### src/rtl/fetch_pc_unit_pkg.sv
// Shared types and constants for the IF-stage PC owner.
package fetch_pc_unit_pkg;

   // Default datapath width and instruction size in bytes.
   localparam int unsigned XLEN_DEF   = 32;
   localparam int unsigned INSN_BYTES = 4;
   localparam int unsigned CNT_W_DEF  = 32;

   // Fetch control states; FETCH_TRAP is only reachable with FETCH_MISALIGN_TRAP_EN.
   typedef enum logic [1:0] {
      FETCH_BOOT = 2'd0,
      FETCH_RUN  = 2'd1,
      FETCH_TRAP = 2'd2
   } fetch_state_e;

   // Source of the next PC (which is also the address presented to IMEM).
   typedef enum logic [1:0] {
      PC_SEL_RESET = 2'd0,
      PC_SEL_TGT   = 2'd1,
      PC_SEL_HOLD  = 2'd2,
      PC_SEL_INC   = 2'd3
   } pc_sel_e;

endpackage

### src/rtl/fetch_pc_unit_if.sv
// Fetch-unit bus: hazard/redirect inputs from the pipeline, IMEM request and
// IF/EX tagging outputs. master = fetch unit side, slave = pipeline side.
interface fetch_pc_unit_if
   import fetch_pc_unit_pkg::*;
#(
   parameter int unsigned XLEN  = XLEN_DEF,
   parameter int unsigned CNT_W = CNT_W_DEF
);

   logic             stall;
   logic             redir_valid;
   logic [XLEN-1:0]  redir_target;
   logic             imem_en;
   logic [XLEN-1:0]  imem_addr;
   logic [XLEN-1:0]  if_pc;
   logic             if_valid;
   logic [CNT_W-1:0] fetch_cnt;
   logic             fetch_exc;
   logic [XLEN-1:0]  exc_pc;

   modport master (
      input  stall,
      input  redir_valid,
      input  redir_target,
      output imem_en,
      output imem_addr,
      output if_pc,
      output if_valid,
      output fetch_cnt,
      output fetch_exc,
      output exc_pc
   );

   modport slave (
      output stall,
      output redir_valid,
      output redir_target,
      input  imem_en,
      input  imem_addr,
      input  if_pc,
      input  if_valid,
      input  fetch_cnt,
      input  fetch_exc,
      input  exc_pc
   );

endinterface

### src/rtl/fetch_pc_unit_pc_next_mux.sv
// Combinational next-PC select: reset vector, redirect target, hold, or PC+4.
module pc_next_mux
   import fetch_pc_unit_pkg::*;
#(
   parameter int unsigned XLEN = XLEN_DEF
) (
   input  pc_sel_e         sel_i,
   input  logic [XLEN-1:0] reset_pc_i,
   input  logic [XLEN-1:0] tgt_i,
   input  logic [XLEN-1:0] pc_q_i,
   output logic [XLEN-1:0] pc_next_o
);

   logic [XLEN-1:0] pc_inc;

   // Sequential increment wraps modulo 2^XLEN with no flag.
   assign pc_inc = pc_q_i + XLEN'(INSN_BYTES);

   // Priority has already been resolved into sel_i by the control FSM.
   always_comb begin
      pc_next_o = pc_q_i;
      case (sel_i)
         PC_SEL_RESET: pc_next_o = reset_pc_i;
         PC_SEL_TGT:   pc_next_o = tgt_i;
         PC_SEL_HOLD:  pc_next_o = pc_q_i;
         PC_SEL_INC:   pc_next_o = pc_inc;
         default:      pc_next_o = pc_q_i;
      endcase
   end

endmodule

### src/rtl/fetch_pc_unit.sv
// IF-stage program-counter owner. Holds the PC, drives the synchronous-read
// IMEM address, applies EX-stage redirects, tags each fetched word with its PC
// and a valid bit, and counts valid fetches.
// Optional feature macro: FETCH_MISALIGN_TRAP_EN -- misaligned redirect targets
// trap (TRAP state, fetch_exc/exc_pc) instead of being silently word-aligned.
module fetch_pc_unit
   import fetch_pc_unit_pkg::*;
#(
   parameter int unsigned      XLEN     = XLEN_DEF,
   parameter logic [XLEN-1:0]  RESET_PC = 32'h4000_0000,
   parameter int unsigned      CNT_W    = CNT_W_DEF
) (
   input  logic               clk,
   input  logic               rst,
   fetch_pc_unit_if.master    bus
);

   localparam logic [XLEN-1:0] ALIGN_MASK = ~XLEN'(INSN_BYTES - 1);

   fetch_state_e     state_q, state_d;
   logic [XLEN-1:0]  pc_q, pc_d;
   logic [CNT_W-1:0] cnt_q, cnt_d;
   pc_sel_e          pc_sel;
   logic [XLEN-1:0]  tgt;
   logic             imem_en;
   logic             if_valid;
   logic             fetch_exc;

   // Low address bits are dropped; with the trap enabled they are checked first.
   assign tgt = bus.redir_target & ALIGN_MASK;

`ifdef FETCH_MISALIGN_TRAP_EN
   logic            misaligned;
   logic [XLEN-1:0] exc_pc_q, exc_pc_d;

   assign misaligned = |(bus.redir_target & ~ALIGN_MASK);
`endif

   // Next-state, PC select and output decode; reset forces the reset vector.
   always_comb begin
      state_d   = state_q;
      cnt_d     = cnt_q;
      pc_sel    = PC_SEL_HOLD;
      imem_en   = 1'b0;
      if_valid  = 1'b0;
      fetch_exc = 1'b0;
`ifdef FETCH_MISALIGN_TRAP_EN
      exc_pc_d  = exc_pc_q;
`endif
      if (rst) begin
         pc_sel  = PC_SEL_RESET;
         state_d = FETCH_BOOT;
      end else begin
         case (state_q)
            FETCH_BOOT: begin
               imem_en = 1'b1;
               pc_sel  = PC_SEL_RESET;
               state_d = FETCH_RUN;
            end
            FETCH_RUN: begin
               imem_en = 1'b1;
               if (bus.redir_valid) begin
                  // Wrong-path word squashed; redirect wins over stall.
`ifdef FETCH_MISALIGN_TRAP_EN
                  if (misaligned) begin
                     pc_sel   = PC_SEL_HOLD;
                     state_d  = FETCH_TRAP;
                     exc_pc_d = bus.redir_target;
                  end else begin
                     pc_sel = PC_SEL_TGT;
                  end
`else
                  pc_sel = PC_SEL_TGT;
`endif
               end else if (bus.stall) begin
                  // Re-read the same address so IMEM dout stays stable.
                  if_valid = 1'b1;
                  pc_sel   = PC_SEL_HOLD;
               end else begin
                  if_valid = 1'b1;
                  pc_sel   = PC_SEL_INC;
                  cnt_d    = cnt_q + CNT_W'(1);
               end
            end
`ifdef FETCH_MISALIGN_TRAP_EN
            FETCH_TRAP: begin
               fetch_exc = 1'b1;
               pc_sel    = PC_SEL_HOLD;
            end
`endif
            default: begin
               state_d = FETCH_BOOT;
               pc_sel  = PC_SEL_RESET;
            end
         endcase
      end
   end

   pc_next_mux #(
      .XLEN (XLEN)
   ) u_pc_next_mux (
      .sel_i      (pc_sel),
      .reset_pc_i (RESET_PC),
      .tgt_i      (tgt),
      .pc_q_i     (pc_q),
      .pc_next_o  (pc_d)
   );

   // State, PC and fetch counter registers with synchronous reset.
   always_ff @(posedge clk) begin
      if (rst) begin
         state_q <= FETCH_BOOT;
         pc_q    <= RESET_PC;
         cnt_q   <= '0;
      end else begin
         state_q <= state_d;
         pc_q    <= pc_d;
         cnt_q   <= cnt_d;
      end
   end

`ifdef FETCH_MISALIGN_TRAP_EN
   // Captured offending redirect target, cleared only by reset.
   always_ff @(posedge clk) begin
      if (rst) begin
         exc_pc_q <= '0;
      end else begin
         exc_pc_q <= exc_pc_d;
      end
   end

   assign bus.exc_pc = exc_pc_q;
`else
   assign bus.exc_pc = '0;
`endif

   // The next PC is exactly the address being read, since dout lags one cycle.
   assign bus.imem_addr = pc_d;
   assign bus.imem_en   = imem_en;
   assign bus.if_pc     = pc_q;
   assign bus.if_valid  = if_valid;
   assign bus.fetch_cnt = cnt_q;
   assign bus.fetch_exc = fetch_exc;

endmodule

### src/flat_wrapper.sv
// flat-port wrapper written by rule: the top's interface ports become plain ports
module fetch_pc_unit_flat import fetch_pc_unit_pkg::*;
#(
   parameter int unsigned      XLEN     = XLEN_DEF,
   parameter logic [XLEN-1:0]  RESET_PC = 32'h4000_0000,
   parameter int unsigned      CNT_W    = CNT_W_DEF
)
  (clk, rst, bus_stall, bus_redir_valid, bus_redir_target, bus_imem_en, bus_imem_addr, bus_if_pc, bus_if_valid, bus_fetch_cnt, bus_fetch_exc, bus_exc_pc);
  fetch_pc_unit_if #(.XLEN(XLEN), .CNT_W(CNT_W)) bus_i ();
  input  logic clk;
  input  logic rst;
  input wire logic [$bits(bus_i.stall)-1:0] bus_stall;
  input wire logic [$bits(bus_i.redir_valid)-1:0] bus_redir_valid;
  input wire logic [$bits(bus_i.redir_target)-1:0] bus_redir_target;
  output wire logic [$bits(bus_i.imem_en)-1:0] bus_imem_en;
  output wire logic [$bits(bus_i.imem_addr)-1:0] bus_imem_addr;
  output wire logic [$bits(bus_i.if_pc)-1:0] bus_if_pc;
  output wire logic [$bits(bus_i.if_valid)-1:0] bus_if_valid;
  output wire logic [$bits(bus_i.fetch_cnt)-1:0] bus_fetch_cnt;
  output wire logic [$bits(bus_i.fetch_exc)-1:0] bus_fetch_exc;
  output wire logic [$bits(bus_i.exc_pc)-1:0] bus_exc_pc;
  assign bus_i.stall = bus_stall;
  assign bus_i.redir_valid = bus_redir_valid;
  assign bus_i.redir_target = bus_redir_target;
  assign bus_imem_en = bus_i.imem_en;
  assign bus_imem_addr = bus_i.imem_addr;
  assign bus_if_pc = bus_i.if_pc;
  assign bus_if_valid = bus_i.if_valid;
  assign bus_fetch_cnt = bus_i.fetch_cnt;
  assign bus_fetch_exc = bus_i.fetch_exc;
  assign bus_exc_pc = bus_i.exc_pc;
  fetch_pc_unit #(.XLEN(XLEN), .RESET_PC(RESET_PC), .CNT_W(CNT_W)) u_core (.clk(clk), .rst(rst), .bus(bus_i));
endmodule
### config.mk
export PLATFORM = sky130hd
export DESIGN_NAME = fetch_pc_unit_flat
export DESIGN_NICKNAME = d
export VERILOG_FILES = /design/src/rtl/fetch_pc_unit_pkg.sv /design/src/rtl/fetch_pc_unit_if.sv /design/src/rtl/fetch_pc_unit_pc_next_mux.sv /design/src/rtl/fetch_pc_unit.sv /design/src/flat_wrapper.sv
export SDC_FILE = /design/constraint.sdc
export NUM_CORES = 1
export LEC_CHECK = 0
export CAP_MARGIN = 10
export CORE_MARGIN = 8
export CORE_UTILIZATION = 45
export DETAILED_ROUTE_END_ITERATION = 7
export PLACE_DENSITY = 0.84
export SLEW_MARGIN = 20
export SYNTH_ARGS = -nofsm -noshare
export SYNTH_HDL_FRONTEND = slang
export SYNTH_HIERARCHICAL = 1
export SYNTH_SLANG_ARGS = --single-unit
### constraint.sdc
create_clock -name clk -period 5.95 [get_ports clk]
set_input_delay 1.19 -clock clk [delete_from_list [all_inputs] [get_ports clk]]
set_output_delay 1.19 -clock clk [all_outputs]
set_load 0.05 [all_outputs]
# Word-level counts from Yosys, hierarchy flattened
# Cells that the tools add are included.
# W data, S select, Z words.
dict set report classes {
  n_addsub 2
  bitwise 2
  eq_ne 4
  n_mux 11
  reduce_logical 4
}
# cell count
set op_table {}
lappend op_table {{$pmux W32 S4} 1}
lappend op_table {{$add A32 B1 Y32 const B} 1}
lappend op_table {{$add A32 B3 Y32 const B} 1}
lappend op_table {{$mux W1} 6}
lappend op_table {{$mux W2} 3}
lappend op_table {{$eq A2 B1 Y1 const B} 2}
lappend op_table {{$eq A2 B2 Y1 const B} 2}
lappend op_table {{$logic_not A2 Y1} 2}
lappend op_table {{$pmux W2 S2} 1}
lappend op_table {{$reduce_and A3 Y1} 1}
lappend op_table {{$not A1 Y1} 2}
lappend op_table {{$reduce_or A2 Y1} 1}
dict set report word_totals {
  out_inout_bits 131
  register_bits 66
}

# Logic depth before layout (Yosys ltp)
# Gate-level depths: netlist (run 1).
dict set report logic_depth {
  depth_word 6
  depth_mapped 11
  depth_no_buf 7
}

# Modules after synthesis
# Netlist (run 1), hierarchy kept.
# mod cells_each seq_area_each_um2 n_inst area_each_um2
set by_module_without_submodules {}
lappend by_module_without_submodules {fetch_pc_unit 279 1301.2 1 2666.3}
lappend by_module_without_submodules {pc_next_mux 210 0.0 1 1311.3}

# Worst setup path before layout (run 1)
# No wires, ideal clock.
dict set report synth_path {
  path_type {input port to output port}
  start {input port rst}
  end {output port bus_imem_addr[21]}
  t_required_ps 4760
  setup_slack_ps 484
  n_path_buf 3
  arrival_time_ps 4276
  stages 9
  cell_sequence {clkbuf_1 > inv_1 > and3_2 > buf_4 > nand4_4 > or4_1 > buf_2 > or4_1 > a31oi_1}
}
dict set report synth_via {
  elab_chain_cells 3
  word_cells_on_any_way 6
}
# element line_no
set synth_rtl {}
lappend synth_rtl {{start, declared} flat_wrapper.sv:11} ;# input logic rst;
lappend synth_rtl {{$mux W2 (*)} fetch_pc_unit.sv:50} ;# if (rst) begin
lappend synth_rtl {{net u_core.pc_sel[0]} fetch_pc_unit.sv:23} ;# pc_sel_e pc_sel;
lappend synth_rtl {{$eq A2 B2 Y1, or another cell as far along} fetch_pc_unit_pc_next_mux.sv:22} ;# case (sel_i)
lappend synth_rtl {{$pmux W32 S4 (*)} fetch_pc_unit_pc_next_mux.sv:22}
lappend synth_rtl {{end, declared} flat_wrapper.sv:16} ;# output wire logic [$bits(bus_i.imem_addr)-1:0] bus_imem_addr;
# Mark *: on every way through the listed nets, which the timed path passes. The rest lies on a longest branch.

# Final worst setup path (run 1)
dict set report layout_path {
  start {input port bus_redir_valid}
  end {output port bus_imem_addr[29]}
}
dict set report layout_via {
  elab_chain_cells 5
  word_cells_on_any_way 8
}
# element line_no
set layout_rtl {}
lappend layout_rtl {{start, declared} flat_wrapper.sv:13} ;# input wire logic [$bits(bus_i.redir_valid)-1:0] bus_redir_valid;
lappend layout_rtl {{$mux W2 (*)} fetch_pc_unit.sv:62} ;# if (bus.redir_valid) begin
lappend layout_rtl {{$mux W2 (*)} fetch_pc_unit.sv:54} ;# case (state_q)
lappend layout_rtl {{$mux W2 (*)} fetch_pc_unit.sv:50}
lappend layout_rtl {{net u_core.pc_sel[0]} fetch_pc_unit.sv:23}
lappend layout_rtl {{$eq A2 B2 Y1, or another cell as far along} fetch_pc_unit_pc_next_mux.sv:22}
lappend layout_rtl {{$pmux W32 S4 (*)} fetch_pc_unit_pc_next_mux.sv:22}
# Marks and branches as above.

==> reports/results.ini, run 1 <==
[cells_and_area]
finish.utilization = 0.662
seq_area_um2 = 1300
nets = 675
drive_above_1_share = 0.0872
synthToLayoutAreaGrowth_pct = 43.7
fillCellCount = 715
multi_input_comb_area_um2 = 2510
fin_cells = 751

[detailed_routing]
wire_per_inst_um = 15.7
first_iter_violations = 170
dr.pass1.iters = 5
dr_total_vias = 3967
drc = 0
drtAntennaViolNets = 0
wirelength_um = 11800
viasPerCell = 5.28

[power_and_ir_drop]
clkPwrFrac = 0.321
p_per_area_nw_per_um2 = 232
switchingPower_w = 0.000478
max-vdd-ir-drop_mv = 0.127
power.internal_w = 0.000850
p_leak_nw = 2.11
sequentialPowerShare = 0.359
netSwitchingFraction = 0.360
power_w = 0.00133
combPwrFrac = 0.320

[global_routing]
use_met1 = 0.216
gr-usage-all-layers = 0.192
busiest_layer = met2
grt_use_met3 = 0.0401
grt_max_degree = 67
use_met2 = 0.331
grt_pass1_wl_um = 18600
antenna_found_initial = 1
overflow = 0
grt_pass1_vias = 3889

[clock_tree]
cts_hold_buf = 0
postCtsSetupBuffers = 0
cts_root_buffer = clkbuf_8
insertion_delay_ns = 0.34
numCtsBuffers = 9
cts_tree = done
cts_resized = 0
cts_sinks = 65
clkTransAtPathRegs_ns = 0.08
htreeDepth = 3
cts_buffer_depth = 2

[worst_setup_path]
cp_max_fo = 18
cp.required_ns = 4.76
startpoint_type = input pin
cp.arrival_ns = 4.24
r2r_start = u_core/state_q[0]
worst_path_max_delay_cell = or4_1
path_cells = clkdlybuf4s50_1 -> or2b_1 -> and3_2 -> nand4_4 -> or4_1 -> or4_1 -> a31oi_1 -> buf_12
cp_slowest_stage_delay_ns = 0.87
r2r_end = u_core/bus.if_pc[29]
worstSetupEndpointType = output pin
ff2ff_path_depth = 6
regToRegSetupSlack_ns = 3.19
crit_path_frequent_cell = or4_1
cp_top_family = simple AND/OR/NAND/NOR gates
critical_path_class = in2out
worst-path-buf-inv = 2

[timing]
drv_slew = 0
period_share = 0.912
hold_violations = 0
fin_ws_ns = 0.522
max-slew-margin-rel = 0.376
fin_skew_ns = 0.0135
max_freq_mhz = 184
fin_setup_tns_ns = 0
worst_pin_slew_ns = 0.927
setup-violations-final = 0
rsz0062_at_grt = no
fin_crit_ns = 5.43

[placement]
dp_slack_ns = 0.527
dpl.cell_count = 734
io_buffer_count = 131
gp_congestion = 0.883
hpwl_um = 8850

[min_path]
hp-start = u_core/bus.fetch_cnt[31]
hold_depth = 2
hold_path_class = reg2reg
hold_end = u_core/bus.fetch_cnt[31]

[synthesis]
synth_edf_count = 0
syn_avg_cell_area_um2 = 8.13
synthDistinctLibCells = 44
ys_seq_elements = 65
synth_async_sr_flop_share = 0
netlist_area_um2 = 3980
synth-main-ff-cell = dfxtp_1
seq_area_frac_synth = 0.327
postSynthCellCount = 489
yosys_warnings = 6

[job]
maxCapViolations = 0

[floorplan]
die_area_um2 = 12100
start_util = 0.461
core_um2 = 8640
io-pin-count = 167
placementRows = 34
die_h_um = 110
chipWidth_um = 110

[outcome]
status = complete, no violations

-- layout by cell type (no fill, tap or decap), types with 10 or more instances in the layout --
cell,synthesis,layout
clkdlybuf4s50_1,0,107
conb_1,2,67
dfxtp_1,65,65
nor2b_1,56,56
nor2_1,33,33
nand2_1,29,29
a211oi_1,26,26
nand3_1,24,24
xor2_1,24,24
buf_12,0,18
o21ai_0,18,18
a31oi_1,18,18
nand4_1,17,17
or3_1,13,13
or4_1,13,13
xnor2_1,12,12
a21oi_1,12,12
clkbuf_8,0,10
o31ai_1,10,10
-- synth_stat cells, types with 2 or more instances --
master | n | area (um2)
nor3b_1 | 2 | 15.0
inv_1 | 9 | 33.8
nor4_4 | 3 | 63.8
o31ai_1 | 10 | 75.1
buf_1 | 3 | 11.3
dfxtp_1 | 65 | 1300
and4_1 | 2 | 17.5
clkbuf_1 | 20 | 75.1
and3_1 | 6 | 37.5
a21oi_1 | 12 | 60.1
nand4_1 | 17 | 106
a22oi_1 | 2 | 15.0
or4_1 | 13 | 97.6
nor3_1 | 4 | 20.0
nand4_4 | 2 | 42.5
conb_1 | 2 | 7.51
and2_1 | 4 | 25.0
or3_1 | 13 | 81.3
mux2i_1 | 3 | 30.0
nor4_1 | 4 | 25.0
a211oi_1 | 26 | 195
buf_4 | 34 | 255
xnor2_1 | 12 | 105
nor2b_1 | 56 | 350
buf_2 | 4 | 20.0
xor2_1 | 24 | 210
ha_1 | 2 | 25.0
o21ai_0 | 18 | 90.1
a21o_1 | 2 | 15.0
nand2_1 | 29 | 109
a31oi_1 | 18 | 113
nand3_1 | 24 | 120
nor2_1 | 33 | 124
-- power groups by stage --
stage / Combinational [W] / Sequential (W) / Clock, W
after floorplan: 0.000229 / 0.000542 / 0
after global placement: 0.000420 / 0.000484 / 0
after detailed placement: 0.000424 / 0.000486 / 0
after CTS: 0.000425 / 0.000476 / 0.000437
after global routing: 0.000444 / 0.000480 / 0.000456
final: 0.000425 / 0.000476 / 0.000426
-- state kept, by name, indices dropped and copies added (netlist names) --
name,flops
u_core/bus.fetch_cnt,32
u_core/state_q,1
u_core/bus.if_pc,32
-- final cells by class --
cell class | instances | share of cell area
multi-input cells | 417 | 0.440
diodes | 1 | 0.000438
clock buffers | 10 | 0.0241
clock inverters | 6 | 0.0155
repair buffers | 135 | 0.263
flip-flops and latches | 65 | 0.228
inverters | 9 | 0.00591
well taps | 108 | 0.0236
-- per-stage QoR --
step                      hold WS [ns]  area (um2)
after floorplan                  0.621        4220
after global placement           0.492        5490
after detailed placement         0.503        5490
after CTS                        0.518        5710
after global routing             0.556        5720
final                            0.515        5720
-- worst reg2reg max path, cell delays in order (launching register included) --
cell and delay [ns]:
dfxtp_1 0.34, and3_2 0.23, nand4_4 0.13, or4_1 0.87, or4_1 0.61, a31oi_1 0.34
nor2b_1 0.18
-- worst max-delay path by stage --
stage / slack, ns / endpoint / startpoint / depth (start not counted)
2_1_floorplan: 0.48 / bus_imem_addr[21] / rst / 9
3_3_place_gp: 0.60 / bus_imem_addr[21] / bus_redir_valid / 8
3_5_place_dp: 0.53 / bus_imem_addr[25] / bus_redir_valid / 8
4_1_cts: 0.52 / bus_imem_addr[29] / bus_redir_valid / 8
5_1_grt: 0.40 / bus_imem_addr[27] / bus_redir_valid / 8
6_report: 0.52 / bus_imem_addr[29] / bus_redir_valid / 8
-- logic make-up (layout without fill, tap and decap cells) --
group	Yosys count	after routing	synth area share
buf+inv	72	160	0.103
other cells	2	68	0.00189
xor+xnor	36	36	0.0793
flops	65	65	0.327
simple gates	219	219	0.325
fa+ha+maj	2	2	0.00629
compound gates	89	89	0.143
mux	4	4	0.0132
-- metal layers --
metal | share of wire | vias up
li1 | - | 1942
met1 | 0.39 | 1849
met2 | 0.50 | 148
met3 | 0.069 | 28
met4 | 0.035 | 0
met5 | 0 | -
No activity file was read; power rests on OpenSTA's default activity.
==> run 2, diff against run 1 <==
Settings changed: SLEW_MARGIN 20 to unset.
==> results of run 2 <==
Same layout as run 1: the final DEF is identical, and so are final timing and power.
==> run 3, diff against run 2 <==
Settings changed: CORE_UTILIZATION 45 to 39, PLACE_DENSITY 0.84 to 0.77.
Clock period 5.95 ns to 4.8 ns, I/O delays scaled along.
==> reports/results.ini, run 3 (synthesis gave the netlist of run 1 again) <==
[worst_setup_path]
worst-path-buf-inv = 3
path_cells = clkdlybuf4s50_1 -> or2b_1 -> and3_2 -> nand4_4 -> or4_1 -> buf_4 -> or3_1 -> a31oi_2 -> buf_12
cp.arrival_ns = 3.68
ff2ff_path_depth = 7
cp.depth = 9
worstSetupEndpointType = output pin
cp.required_ns = 3.84
r2r_start = u_core/bus.if_pc[2]
startpoint_type = input pin
worst_path_max_delay_cell = or4_1
cp-startpoint = bus_stall
cp_slowest_stage_delay_ns = 0.76
cp_top_family = simple AND/OR/NAND/NOR gates
cp_max_fo = 11
crit_end = bus_imem_addr[18]
critical_path_class = in2out
regToRegSetupSlack_ns = 2.21
r2r_end = u_core/bus.if_pc[18]

[cells_and_area]
final_cell_mix = clkdlybuf4s50_1 (100), conb_1 (67), dfxtp_1 (65), nor2b_1 (56), nor2_1 (33)
drive_above_1_share = 0.124
fillCellCount = 897
seq_area_um2 = 1300
fin_cells = 781
nets = 679
multi_input_comb_area_um2 = 2620
synthToLayoutAreaGrowth_pct = 49.4
antennaDiodeCount = 0
final_common_cell = clkdlybuf4s50_1

[clock_tree]
cts_root_buffer = clkbuf_8
numCtsBuffers = 9
htreeDepth = 3
cts_tree = done
cts_resized = 0
cts_hold_buf = 0
postCtsSetupBuffers = 0
insertion_delay_ns = 0.33
cts_buffer_depth = 2
clkTransAtPathRegs_ns = 0.07
cts_sinks = 65

[floorplan]
die_area_um2 = 13700
start_util = 0.394
die_h_um = 117
chipWidth_um = 117
io-pin-count = 167
core_um2 = 10100
placementRows = 37

[detailed_routing]
dr_total_vias = 3913
drtAntennaViolNets = 0
routedLengthMet1_um = 4620
routed.top_layer = met5
dr.pass1.iters = 7
routed-wl-met3_um = 1420
wl_met2_um = 5750
drc = 0
wirelength_um = 12000
viasPerCell = 5.01
wire_per_inst_um = 15.3
first_iter_violations = 244

[global_routing]
grt_max_degree = 66
gr-usage-all-layers = 0.170
grt_pass1_wl_um = 18500
grt_pass1_vias = 3831
antenna_found_initial = 1
overflow = 0

[placement]
gp_congestion = 0.790
io_buffer_count = 131
hpwl_um = 9110
dpl.cell_count = 766

[power_and_ir_drop]
max-vdd-ir-drop_mv = 0.162
p_leak_nw = 2.16
p_per_area_nw_per_um2 = 262
power_w = 0.00155

[timing]
worst_pin_slew_ns = 1.03
fin_crit_ns = 4.64
fin_skew_ns = 0.0108
period_share = 0.966
max-slew-margin-rel = 0.304
setup-violations-final = 0
fin_setup_tns_ns = 0
max_freq_mhz = 216
drv_slew = 0
rsz0062_at_grt = no
hold_violations = 0

[job]
maxCapViolations = 0

[min_path]
hold_path_class = reg2reg

[outcome]
status = complete, no violations

-- run 3: worst reg2reg max path, cell delays in order (launching register included) --
cell and delay (ns):
dfxtp_1 0.44, ha_1 0.27, nand2_1 0.11, or4_1 0.64, buf_4 0.25, or3_1 0.36, a31oi_2 0.28, nor2b_1 0.17
-- run 3: layout make-up --
type | count | share of cell area
timing repair buffer | 139 | 0.278
inverter | 9 | 0.00569
clock inverter | 3 | 0.00295
multi-input combinational | 417 | 0.441
clock buffer | 12 | 0.0244
sequential | 65 | 0.219
tap | 136 | 0.0286
-- run 3: routing by layer --
metal  up-vias  GRT usage
met5         -          0
met4         2     0.0503
met3        17     0.0811
met2       143      0.290
met1      1811      0.182
li1       1940          -
-- run 3: report_power, final --
part	switching [W]	internal (W)
combinational	0.000354	0.000210
clock	0.000202	0.000198
sequential	0.0000288	0.000562
-- run 3: how the worst min path moves through the flow --
stage	from	endpoint	slack, ns	depth (start not counted)
global placement	u_core/bus.fetch_cnt[31]	u_core/bus.fetch_cnt[31]	0.47	2
detailed placement	u_core/bus.fetch_cnt[1]	u_core/bus.fetch_cnt[1]	0.51	2
CTS	u_core/bus.fetch_cnt[1]	u_core/bus.fetch_cnt[1]	0.53	2
global route	u_core/bus.fetch_cnt[1]	u_core/bus.fetch_cnt[1]	0.57	2
floorplan	u_core/state_q[0]	u_core/bus.fetch_cnt[1]	0.62	3
finish	u_core/bus.fetch_cnt[1]	u_core/bus.fetch_cnt[1]	0.51	2
-- run 3: through the flow --
| step | worst slack (ns) | hold WS, ns | cell area, um2 | util |
|---|---|---|---|---|
| after floorplan | 0.000314 | 0.620 | 4330 | - |
| after global placement | 0.174 | 0.468 | 5780 | 0.573 |
| after detailed placement | 0.160 | 0.514 | 5780 | 0.573 |
| after CTS | 0.149 | 0.528 | 5940 | 0.589 |
| after global routing | 0.0324 | 0.570 | 5940 | 0.589 |
| final | 0.163 | 0.514 | 5940 | 0.589 |
